===== config.mk =====
export PLATFORM = sky130hd
export DESIGN_NAME = irq_resp_flat
export DESIGN_NICKNAME = d
export VERILOG_FILES = /design/src/rtl/irq_pkg.sv /design/src/rtl/irq_resp_if.sv /design/src/rtl/irq_lat_cnt.sv /design/src/rtl/irq_resp.sv /design/src/flat_wrapper.sv
export SDC_FILE = /design/constraint.sdc
export NUM_CORES = 1
export LEC_CHECK = 0
export ABC_AREA = 1
export CORE_MARGIN = 4
export CORE_UTILIZATION = 39
export CTS_BUF_LIST = sky130_fd_sc_hd__clkbuf_8
export DETAILED_ROUTE_END_ITERATION = 10
export PLACE_DENSITY = 0.8
export SETUP_SLACK_MARGIN = 0.4
export SLEW_MARGIN = 40
export SYNTH_ARGS = -nofsm -noshare
export SYNTH_HDL_FRONTEND = slang
export SYNTH_SLANG_ARGS = --single-unit

===== constraint.sdc =====
create_clock -name clk -period 2 [get_ports clk]
set_input_delay 0.6 -clock clk [delete_from_list [all_inputs] [get_ports clk]]
set_output_delay 0.6 -clock clk [all_outputs]
set_load 0.03 [all_outputs]

===== src/rtl/irq_pkg.sv =====
// Shared types and defaults for the interrupt response controller.
package irq_pkg;

   localparam int DW_DEF       = 32;
   localparam int IACK_LEN_DEF = 1;

   // Response sequencer states
   typedef enum logic [2:0] {
      IDLE     = 3'd0,
      WAIT_BND = 3'd1,
      ACK      = 3'd2,
      ISR      = 3'd3,
      RET      = 3'd4
   } irq_state_e;

   // 16-bit increment that sticks at all-ones instead of wrapping
   function automatic logic [15:0] sat_inc16(input logic [15:0] val);
      return (val == 16'hFFFF) ? val : val + 16'd1;
   endfunction

endpackage


===== src/rtl/irq_resp_if.sv =====
// Core-side bundle of the interrupt responder.
// Optional statistics outputs exist only when IRQ_RESP_LAT_EN is defined.
interface irq_resp_if
   import irq_pkg::*;
#(
   parameter int DW = DW_DEF
);

   logic          irq;
   logic [DW-1:0] PC_handler;
   logic          ie;
   logic          retire;
   logic [DW-1:0] pc_ret;
   logic          eret;

   logic          iack;
   logic          redirect;
   logic [DW-1:0] redirect_pc;
   logic [DW-1:0] epc;
   logic          in_isr;
`ifdef IRQ_RESP_LAT_EN
   logic [15:0]   lat_max;
   logic [15:0]   irq_cnt;
`endif

   // Core / interrupt controller side
   modport master (
      output irq, PC_handler, ie, retire, pc_ret, eret,
`ifdef IRQ_RESP_LAT_EN
      input  lat_max, irq_cnt,
`endif
      input  iack, redirect, redirect_pc, epc, in_isr
   );

   // Responder side
   modport slave (
      input  irq, PC_handler, ie, retire, pc_ret, eret,
`ifdef IRQ_RESP_LAT_EN
      output lat_max, irq_cnt,
`endif
      output iack, redirect, redirect_pc, epc, in_isr
   );

endinterface


===== src/rtl/irq_lat_cnt.sv =====
// Interrupt entry latency and serviced-count statistics.
// Built only when IRQ_RESP_LAT_EN is defined.
module irq_lat_cnt
   import irq_pkg::*;
(
   input  logic        clk,
   input  logic        rst,
   input  logic        in_wait,
   input  logic        ack_start,
   output logic [15:0] lat_max,
   output logic [15:0] irq_cnt
);

   logic [15:0] lat_cur;

   // Count cycles spent waiting for a boundary; fold into max on the ACK redirect
   always_ff @(posedge clk) begin
      if (!rst) begin
         lat_cur <= '0;
         lat_max <= '0;
         irq_cnt <= '0;
      end else begin
         if (in_wait) lat_cur <= sat_inc16(lat_cur);
         else         lat_cur <= '0;
         if (ack_start) begin
            if (lat_cur > lat_max) lat_max <= lat_cur;
            irq_cnt <= sat_inc16(irq_cnt);
         end
      end
   end

endmodule


===== src/rtl/irq_resp.sv =====
// Interrupt response sequencer: waits for an instruction boundary, saves the
// return PC, redirects to the handler with an acknowledge pulse, and redirects
// back on eret. Define IRQ_RESP_LAT_EN to add the latency/count statistics.
//
// state    | meaning
// ---------+---------------------------------------------------------------
// IDLE     | no interrupt in progress, sampling irq & ie
// WAIT_BND | request accepted, waiting for a retire boundary (or irq drop)
// ACK      | iack pulse train; handler redirect on the first cycle only
// ISR      | handler running, irq/ie ignored, waiting for eret
// RET      | one-cycle redirect back to epc
module irq_resp
   import irq_pkg::*;
#(
   parameter int DW       = DW_DEF,
   parameter int IACK_LEN = IACK_LEN_DEF
)(
   input  logic      clk,
   input  logic      rst,
   irq_resp_if.slave bus
);

   localparam int             CW       = $clog2(IACK_LEN + 1);
   localparam logic [CW-1:0]  ACK_LOAD = CW'(IACK_LEN);
   localparam logic [CW-1:0]  ACK_LAST = CW'(1);

   irq_state_e    state, state_nxt;
   logic [CW-1:0] ack_cnt, ack_cnt_nxt;
   logic [DW-1:0] vec, epc_q;
   logic          capture;
   logic          iack, redirect, in_isr, ack_first;
   logic [DW-1:0] redirect_pc;

   // State, iack down-counter and captured handler/return addresses
   always_ff @(posedge clk) begin
      if (!rst) begin
         state   <= IDLE;
         ack_cnt <= '0;
         vec     <= '0;
         epc_q   <= '0;
      end else begin
         state   <= state_nxt;
         ack_cnt <= ack_cnt_nxt;
         if (capture) begin
            epc_q <= bus.pc_ret;
            vec   <= bus.PC_handler;
         end
      end
   end

   // Next-state decode and Moore outputs
   always_comb begin
      state_nxt   = state;
      ack_cnt_nxt = ack_cnt;
      capture     = 1'b0;
      iack        = 1'b0;
      redirect    = 1'b0;
      redirect_pc = '0;
      in_isr      = 1'b0;
      ack_first   = 1'b0;
      case (state)
         IDLE: begin
            if (bus.irq && bus.ie) state_nxt = WAIT_BND;
         end
         WAIT_BND: begin
            // A dropped request abandons the sequence even on a boundary
            if (!bus.irq) begin
               state_nxt = IDLE;
            end else if (bus.retire) begin
               capture     = 1'b1;
               ack_cnt_nxt = ACK_LOAD;
               state_nxt   = ACK;
            end
         end
         ACK: begin
            iack      = 1'b1;
            ack_first = (ack_cnt == ACK_LOAD);
            redirect  = ack_first;
            if (ack_first) redirect_pc = vec;
            // Terminal count also covers zero so the counter can never wrap
            if (ack_cnt <= ACK_LAST) begin
               ack_cnt_nxt = '0;
               state_nxt   = ISR;
            end else begin
               ack_cnt_nxt = ack_cnt - ACK_LAST;
            end
         end
         ISR: begin
            in_isr = 1'b1;
            if (bus.eret) state_nxt = RET;
         end
         RET: begin
            redirect    = 1'b1;
            redirect_pc = epc_q;
            in_isr      = 1'b1;
            state_nxt   = IDLE;
         end
         default: begin
            state_nxt = IDLE;
         end
      endcase
   end

   assign bus.iack        = iack;
   assign bus.redirect    = redirect;
   assign bus.redirect_pc = redirect_pc;
   assign bus.epc         = epc_q;
   assign bus.in_isr      = in_isr;

`ifdef IRQ_RESP_LAT_EN
   irq_lat_cnt u_lat (
      .clk       (clk),
      .rst       (rst),
      .in_wait   (state == WAIT_BND),
      .ack_start (ack_first),
      .lat_max   (bus.lat_max),
      .irq_cnt   (bus.irq_cnt)
   );
`endif

endmodule


===== src/flat_wrapper.sv =====
// flat-port wrapper written by rule: the top's interface ports become plain ports
module irq_resp_flat import irq_pkg::*;
#(
   parameter int DW       = DW_DEF,
   parameter int IACK_LEN = IACK_LEN_DEF
)
  (clk, rst, bus_irq, bus_PC_handler, bus_ie, bus_retire, bus_pc_ret, bus_eret, bus_iack, bus_redirect, bus_redirect_pc, bus_epc, bus_in_isr);
  irq_resp_if #(.DW(DW)) bus_i ();
  input  logic clk;
  input  logic rst;
  input wire logic [$bits(bus_i.irq)-1:0] bus_irq;
  input wire logic [$bits(bus_i.PC_handler)-1:0] bus_PC_handler;
  input wire logic [$bits(bus_i.ie)-1:0] bus_ie;
  input wire logic [$bits(bus_i.retire)-1:0] bus_retire;
  input wire logic [$bits(bus_i.pc_ret)-1:0] bus_pc_ret;
  input wire logic [$bits(bus_i.eret)-1:0] bus_eret;
  output wire logic [$bits(bus_i.iack)-1:0] bus_iack;
  output wire logic [$bits(bus_i.redirect)-1:0] bus_redirect;
  output wire logic [$bits(bus_i.redirect_pc)-1:0] bus_redirect_pc;
  output wire logic [$bits(bus_i.epc)-1:0] bus_epc;
  output wire logic [$bits(bus_i.in_isr)-1:0] bus_in_isr;
  assign bus_i.irq = bus_irq;
  assign bus_i.PC_handler = bus_PC_handler;
  assign bus_i.ie = bus_ie;
  assign bus_i.retire = bus_retire;
  assign bus_i.pc_ret = bus_pc_ret;
  assign bus_i.eret = bus_eret;
  assign bus_iack = bus_i.iack;
  assign bus_redirect = bus_i.redirect;
  assign bus_redirect_pc = bus_i.redirect_pc;
  assign bus_epc = bus_i.epc;
  assign bus_in_isr = bus_i.in_isr;
  irq_resp #(.DW(DW), .IACK_LEN(IACK_LEN)) u_core (.clk(clk), .rst(rst), .bus(bus_i));
endmodule

==> results of run 1 <==
-- area by class of cell --
cell class | count | area, µm²
sequential | 68 | 1370
tap | 99 | 124
timing repair buffer | 165 | 1670
clock inverter | 6 | 25.0
multi-input combinational | 282 | 1830
clock buffer | 10 | 138
inverter | 44 | 183
fill | 547 | 2040
-- state kept, by name, indices dropped and copies added, names as in the netlist --
name / flops
u_core.state: 3
u_core.vec: 32
u_core.bus.epc: 32
u_core.ack_cnt: 1
-- power groups by stage --
stage	Combinational [mW]	Clock [mW]	Sequential [mW]
finish	0.584	0.960	1.47
global route	0.626	1.04	1.48
CTS	0.544	0.977	1.47
detailed placement	0.513	0	1.49
global placement	0.505	0	1.49
floorplan	0.214	0	1.55
-- routing by layer --
layer	global-route usage [%]	part of all wire (%)	vias up	routed length [µm]
li1	-	-	1653	-
met1	25.7	41	1574	4280
met2	38.5	53	104	5560
met3	4.50	5.4	12	566
met4	7.94	1.4	0	153
met5	0	0	-	0
-- cells in the mapped netlist --
library cell / number / share of area [%]
sky130_fd_sc_hd__a21oi_1: 1 / 0.17
sky130_fd_sc_hd__a21oi_2: 1 / 0.29
sky130_fd_sc_hd__buf_1: 1 / 0.13
sky130_fd_sc_hd__buf_2: 3 / 0.50
sky130_fd_sc_hd__buf_6: 13 / 4.9
sky130_fd_sc_hd__clkbuf_1: 14 / 1.8
sky130_fd_sc_hd__clkinv_1: 1 / 0.13
sky130_fd_sc_hd__dfxtp_1: 68 / 46
sky130_fd_sc_hd__inv_1: 41 / 5.1
sky130_fd_sc_hd__inv_2: 2 / 0.25
sky130_fd_sc_hd__nand2_1: 13 / 1.6
sky130_fd_sc_hd__nand3_1: 36 / 6.0
sky130_fd_sc_hd__nand4_1: 1 / 0.21
sky130_fd_sc_hd__nand4_2: 1 / 0.42
sky130_fd_sc_hd__nor2_1: 130 / 16
sky130_fd_sc_hd__nor2_2: 1 / 0.21
sky130_fd_sc_hd__nor3_1: 2 / 0.33
sky130_fd_sc_hd__o21ai_0: 65 / 11
sky130_fd_sc_hd__o21ai_1: 31 / 5.2
-- kinds of logic (layout without fill, tap and decap cells) --
logic type	count (synthesis)	count (layout)	share of synthesized area [%]
flip-flops	68	68	45.5
AO/OA/AOI/OAI	98	98	16.5
AND/OR/NAND/NOR	184	184	25.1
buffers and inverters	75	225	12.8
-- through the flow --
| step | hold WS (ns) | worst slack, ns | cells | setup TNS, ns |
|---|---|---|---|---|
| CTS | 0.501 | -0.108 | 669 | -2.46 |
| detailed placement | 0.485 | -0.0456 | 643 | -0.414 |
| global placement | 0.477 | -0.00503 | 643 | -0.00939 |
| finish | 0.520 | -0.0730 | 674 | -1.71 |
| global route | 0.537 | -0.140 | 674 | -3.96 |
| floorplan | 0.462 | 0.335 | 425 | 0 |
-- how the worst max path moves through the flow --
stage                     slack [ns]  cells after the start                  end            start
after floorplan                 0.34                      4  bus_redirect_pc[10]   u_core.ack_cnt
after global placement        -0.005                      7   u_core.bus.epc[30]          bus_irq
after detailed placement       -0.05                      7    u_core.bus.epc[9]          bus_irq
after CTS                      -0.11                      7   bus_redirect_pc[2]  u_core.state[0]
after global routing           -0.14                      7   bus_redirect_pc[0]  u_core.state[2]
final                          -0.07                      6  bus_redirect_pc[26]  u_core.state[0]
-- worst max-delay path: cells and delay by family (launching register included) --
family          cells  cell delay [ns]
compound gates      1             0.15
buf+inv             4             0.52
flops               1             0.34
simple gates        1             0.10
-- timing repair --
item,CTS,global route
pin swaps,4,2
buffers inserted,8,2
endpoints found under the setup margin,132,65
cloned,2,3
gates resized for setup,213,48
==> reports/qor.yml, run 1 <==
worst_setup_path:
  timing.critical_path.fanout_max: 17
  cp_data_required_time_ns: 1.40
  cp_data_arrival_time_ns: 1.47
  rr_startpoint: "u_core.state[0]"
  reg2reg_slack_ns: 0.44
  critPathLaunchType: "flip-flop"
  critical_path.slowest_cell: "sky130_fd_sc_hd__dfxtp_2"
  cp_cell_sequence: "buf_6 -> inv_4 -> nand3_4 -> buf_12 -> o21ai_4 -> buf_6"
  timing.setup.critical_path_class: "flip-flop to primary output"
  cp_common_cell: "sky130_fd_sc_hd__buf_6"
  worst_r2r_endpoint: "u_core.vec[13]"
  setup.worst_path.end_class: "primary output"
  r2r.worst_path.cells: 8
  highest_cell_delay_on_the_worst_timing_path_ns: 0.34
timing:
  fin_crit_ns: 2.07
  maxClockFrequency_mhz: 482
  finalHoldViolCount: 0
  final-setup-viol-count: 34
  report.final.slew_viol_count: 0
  clock-skew-final_ns: 0.0138
  rsz0062_at_grt: "yes"
  layout_worst_path_cycle_share_pct: 104
  worst_slack_ns: -0.0730
  max_slew.worst_pin.slew_ns: 0.346
  timing.max_slew.rel_slack_pct: 76.9
worst_hold_path:
  min-delay-path-class: "flip-flop to flip-flop"
  min_delay_worst_endpoint: "u_core.vec[17]"
  min-delay-start: "u_core.vec[17]"
  worst_hold_path.num_cells: 2
floorplanning:
  core.rowCount: 31
  initial_core_util_pct: 40.6
  fp.dieArea_um2: 9130
  fp.dieW_um: 95.6
  die-height_um: 95.6
  coreArea_um2: 7370
  ios: 137
synthesis:
  synth_sequential_area_ratio_pct: 45.5
  syn-num-nets: 495
  ys_ff_latch: 68
  mean_syn_cell_area_um2: 7.04
  post_synth_inst_count: 425
  netlist_area_um2: 2990
  synth_cell_type_count: 19
  yosysWarnings: 0
power_and_ir_drop:
  leakage_nw: 2.23
  power_report.internal_total_mw: 2.16
  comb_power_share_pct: 19.4
  pwr-share-seq_pct: 48.8
  design_power_total_mw: 3.02
  netSwitchingFraction_pct: 28.5
  share_clk_of_total_power_pct: 31.8
  p_per_area_nw_per_um2: 566
  power_switching_mw: 0.859
  max_ir_drop_vdd_mv: 0.349
place:
  gp_routability_congestion: 0.779
  placed_area_um2: 4750
  numPortBuffers: 136
  place_hpwl_mm: 6.79
grt:
  grt_max_degree: 67
  grt-ovfl-total: 0
  grt_use_total_pct: 21.7
  number_of_antenna_violations_at_the_first_check_in_global_routing: 0
  wire_length_of_the_first_global_routing_pass_mm: 15.5
  first_global_vias: 3273
run_status:
  failed_checks: "negative setup slack"
  run_status: "complete, but fails checks"
drt:
  postRouteWirelength_mm: 10.6
  remaining_drc_errors: 0
  number_of_nets_with_antenna_violations_after_routing: 0
  route.vias.total: 3343
  wl_per_cell_um: 15.7
  drt-vias-per-instance: 4.96
  drt_pass1_iterations: 5
  detail_route.iter0.violations: 144
clock_network:
  cts.hold.buffers_added: 0
  clock_tree.buffer_depth: 2
  tritoncts_buffer_count: 9
  worst_setup_hold_path_clk_slew_ns: 0.08
  clock_tree_from_tritoncts: "built"
  clock_tree_sinks: 68
  cts-htree-levels: 3
  worstSkewPairLatency_ns: 0.34
  clockRootBuffer: "sky130_fd_sc_hd__clkbuf_8"
cells_and_area:
  layout.cells.most_common: "sky130_fd_sc_hd__nor2_1"
  diodes: 0
  utilization_pct: 72.3
  flow.area_growth_from_synthesis_pct: 78.1
  final_cell_mix: "sky130_fd_sc_hd__nor2_1, sky130_fd_sc_hd__clkdlybuf4s50_1, sky130_fd_sc_hd__dfxtp_1, sky130_fd_sc_hd__inv_1, sky130_fd_sc_hd__buf_6"
  final_nets: 640
  final_area_um2: 5330
  fraction_of_layout_cells_with_a_size_suffix_above_1_pct: 32.9
run:
  drv_cap: 0
No activity file was read; power rests on OpenSTA's default activity.
==> run 2, diff against run 1 <==
--- a/config.mk
+++ b/config.mk
@@ -10,7 +10,8 @@
 export CORE_UTILIZATION = 39
 export CTS_BUF_LIST = sky130_fd_sc_hd__clkbuf_8
 export DETAILED_ROUTE_END_ITERATION = 10
-export PLACE_DENSITY = 0.8
+export GPL_TIMING_DRIVEN = 1
+export PLACE_DENSITY = 0.76
 export SETUP_SLACK_MARGIN = 0.4
 export SLEW_MARGIN = 40
 export SYNTH_ARGS = -nofsm -noshare
==> run 2 against run 1 <==
- the run still ends with negative setup slack left
- clock power is 39% higher
- critical path type unchanged
- fmax down 2.4%
- sequential cell count stayed put
- total power is 11% higher
- global-route usage decreased by 0.070 points
- worst hold slack improved by 0.0021 ns
- first-iteration DRC count decreased by 28%
- combinational power fell by 3.8%
- count of clock-buffer cells in the layout is 2 higher
- critical endpoint is now bus_redirect_pc[0]
- cell count decreased by 0.45%
==> reports/qor.yml, run 2 (synthesis gave the netlist of run 1 again) <==
run_status:
  failed_checks: "negative setup slack"
  run_status: "complete, but fails checks"
timing:
  layout_worst_path_cycle_share_pct: 106
  rsz0062_at_grt: "yes"
  final-setup-viol-count: 35
  finalHoldViolCount: 0
  fin_crit_ns: 2.12
  timing.max_slew.rel_slack_pct: 75.0
  report.final.slew_viol_count: 0
  max_slew.worst_pin.slew_ns: 0.374
  worst_slack_ns: -0.123
  fin_tns_setup_ns: -3.44
  maxClockFrequency_mhz: 471
  clock-skew-final_ns: 0.0128
drt:
  postRouteWirelength_mm: 10.6
  wl_per_cell_um: 15.9
  detail_route.iter0.violations: 104
  drt-vias-per-instance: 4.96
  drt_pass1_iterations: 5
  topRoutingLayerUsed: "met4"
  number_of_nets_with_antenna_violations_after_routing: 0
  remaining_drc_errors: 0
  drt-met1-wl_mm: 4.20
  route.vias.total: 3331
  wl_met3_um: 680
  detailroute.wirelength.met2_mm: 5.53
power_and_ir_drop:
  power_switching_mw: 0.879
  power_report.internal_total_mw: 2.48
  leakage_nw: 2.25
  design_power_total_mw: 3.36
  p_per_area_nw_per_um2: 625
  netSwitchingFraction_pct: 26.1
  max_ir_drop_vdd_mv: 0.433
  pwr-share-seq_pct: 43.9
  share_clk_of_total_power_pct: 39.4
  comb_power_share_pct: 16.7
run:
  drv_cap: 0
grt:
  number_of_antenna_violations_at_the_first_check_in_global_routing: 0
  grt_use_total_pct: 21.7
  first_global_vias: 3203
  wire_length_of_the_first_global_routing_pass_mm: 15.5
  grt-ovfl-total: 0
  grt_max_degree: 50
cells_and_area:
  final_area_um2: 5380
  non_filler_cells_final: 671
  fraction_of_layout_cells_with_a_size_suffix_above_1_pct: 33.0
  utilization_pct: 73.0
  nFillCells: 556
  final_cell_mix: "sky130_fd_sc_hd__nor2_1, sky130_fd_sc_hd__clkdlybuf4s50_1, sky130_fd_sc_hd__dfxtp_1, sky130_fd_sc_hd__inv_1, sky130_fd_sc_hd__buf_6"
  flow.area_growth_from_synthesis_pct: 79.8
  final_nets: 637
  diodes: 0
  layout.cells.most_common: "sky130_fd_sc_hd__nor2_1"
clock_network:
  clock_tree_sinks: 68
  cts-htree-levels: 3
  clock_tree_from_tritoncts: "built"
  worstSkewPairLatency_ns: 0.34
  clock_tree.buffer_depth: 2
  cts.hold.buffers_added: 0
  clockRootBuffer: "sky130_fd_sc_hd__clkbuf_8"
  worst_setup_hold_path_clk_slew_ns: 0.08
  tritoncts_buffer_count: 9
worst_setup_path:
  reg2reg_slack_ns: 0.61
  worst_r2r_endpoint: "u_core.bus.epc[5]"
  highest_cell_delay_on_the_worst_timing_path_ns: 0.37
  critPathLaunchType: "flip-flop"
  critical_path.slowest_cell: "sky130_fd_sc_hd__dfxtp_4"
  endpoint: "bus_redirect_pc[0]"
  cp_cell_sequence: "nor2_4 -> nand2_4 -> clkinv_8 -> clkbuf_16 -> nand3_1 -> o21ai_2 -> buf_6"
  worst-path-stages: 7
  critical_path_buf_inv_count: 3
  setup.worst_path.end_class: "primary output"
  cp_data_required_time_ns: 1.40
  rr_startpoint: "u_core.state[1]"
  timing.setup.critical_path_class: "flip-flop to primary output"
  cp_data_arrival_time_ns: 1.52
  timing.critical_path.fanout_max: 7
  critical_path.startpoint: "u_core.state[2]"
  r2r.worst_path.cells: 7
  timing.critical_path.max_delay_family: "buffers and inverters"
worst_hold_path:
  min-delay-path-class: "flip-flop to flip-flop"
floorplanning:
  coreArea_um2: 7370
  fp.dieArea_um2: 9130
  initial_core_util_pct: 40.6
  core.rowCount: 31
  ios: 137
  fp.dieW_um: 95.6
  die-height_um: 95.6
place:
  gp_routability_congestion: 0.778
  numPortBuffers: 136
  placed_area_um2: 4730
  place_hpwl_mm: 6.69
  numPlacedInstances: 642
[run 2: how the worst min path moves through the flow]
| stage | slack, ns | startpoint | to | depth (start not counted) |
|---|---|---|---|---|
| 6_report | 0.52 | u_core.vec[30] | u_core.vec[30] | 2 |
| 5_1_grt | 0.56 | u_core.vec[18] | u_core.vec[18] | 2 |
| 4_1_cts | 0.50 | u_core.vec[2] | u_core.vec[2] | 2 |
| 3_5_place_dp | 0.48 | u_core.vec[30] | u_core.vec[30] | 2 |
| 3_3_place_gp | 0.48 | u_core.vec[2] | u_core.vec[2] | 2 |
| 2_1_floorplan | 0.46 | u_core.vec[10] | u_core.vec[10] | 2 |
[run 2: per-stage QoR]
stage,worst slack (ns),hold slack (ns)
3_3_place_gp,-0.0151,0.478
5_1_grt,-0.187,0.558
3_5_place_dp,-0.0979,0.485
2_1_floorplan,0.335,0.462
4_1_cts,-0.130,0.505
6_report,-0.123,0.523
[run 2: per-layer routing]
| metal | track usage (%) | vias to the layer above |
|---|---|---|
| met5 | 0 | - |
| met4 | 8.18 | 0 |
| met3 | 5.76 | 18 |
| met2 | 37.4 | 117 |
| met1 | 25.5 | 1557 |
| li1 | - | 1639 |
[run 2: tightest hold or removal path, stage by stage (launching register included)]
cell                      delay (ns)
sky130_fd_sc_hd__dfxtp_1        0.35
sky130_fd_sc_hd__o21ai_1        0.08
sky130_fd_sc_hd__nor2_1         0.07
[run 2: what timing repair did]
action	in CTS	in global routing
endpoints found under the setup margin	132	81
gates cloned	1	6
pin swaps	2	3
buffers inserted	4	2
gates resized for setup	209	34
[run 2: cell type report]
class / instances / area (µm²) / share of cell area (%)
clock buffer: 12 / 165 / 3.07
sequential: 68 / 1370 / 25.4
timing repair buffer: 162 / 1660 / 30.8
clock inverter: 4 / 70.1 / 1.30
multi-input combinational: 282 / 1810 / 33.7
inverter: 44 / 180 / 3.35
tap: 99 / 124 / 2.30
[run 2: power groups by stage]
stage / clock (mW) / combinational [mW] / sequential [mW]
2_1_floorplan: 0 / 0.214 / 1.55
3_3_place_gp: 0 / 0.500 / 1.49
3_5_place_dp: 0 / 0.507 / 1.50
4_1_cts: 1.34 / 0.513 / 1.47
5_1_grt: 1.40 / 0.604 / 1.48
6_report: 1.33 / 0.562 / 1.47
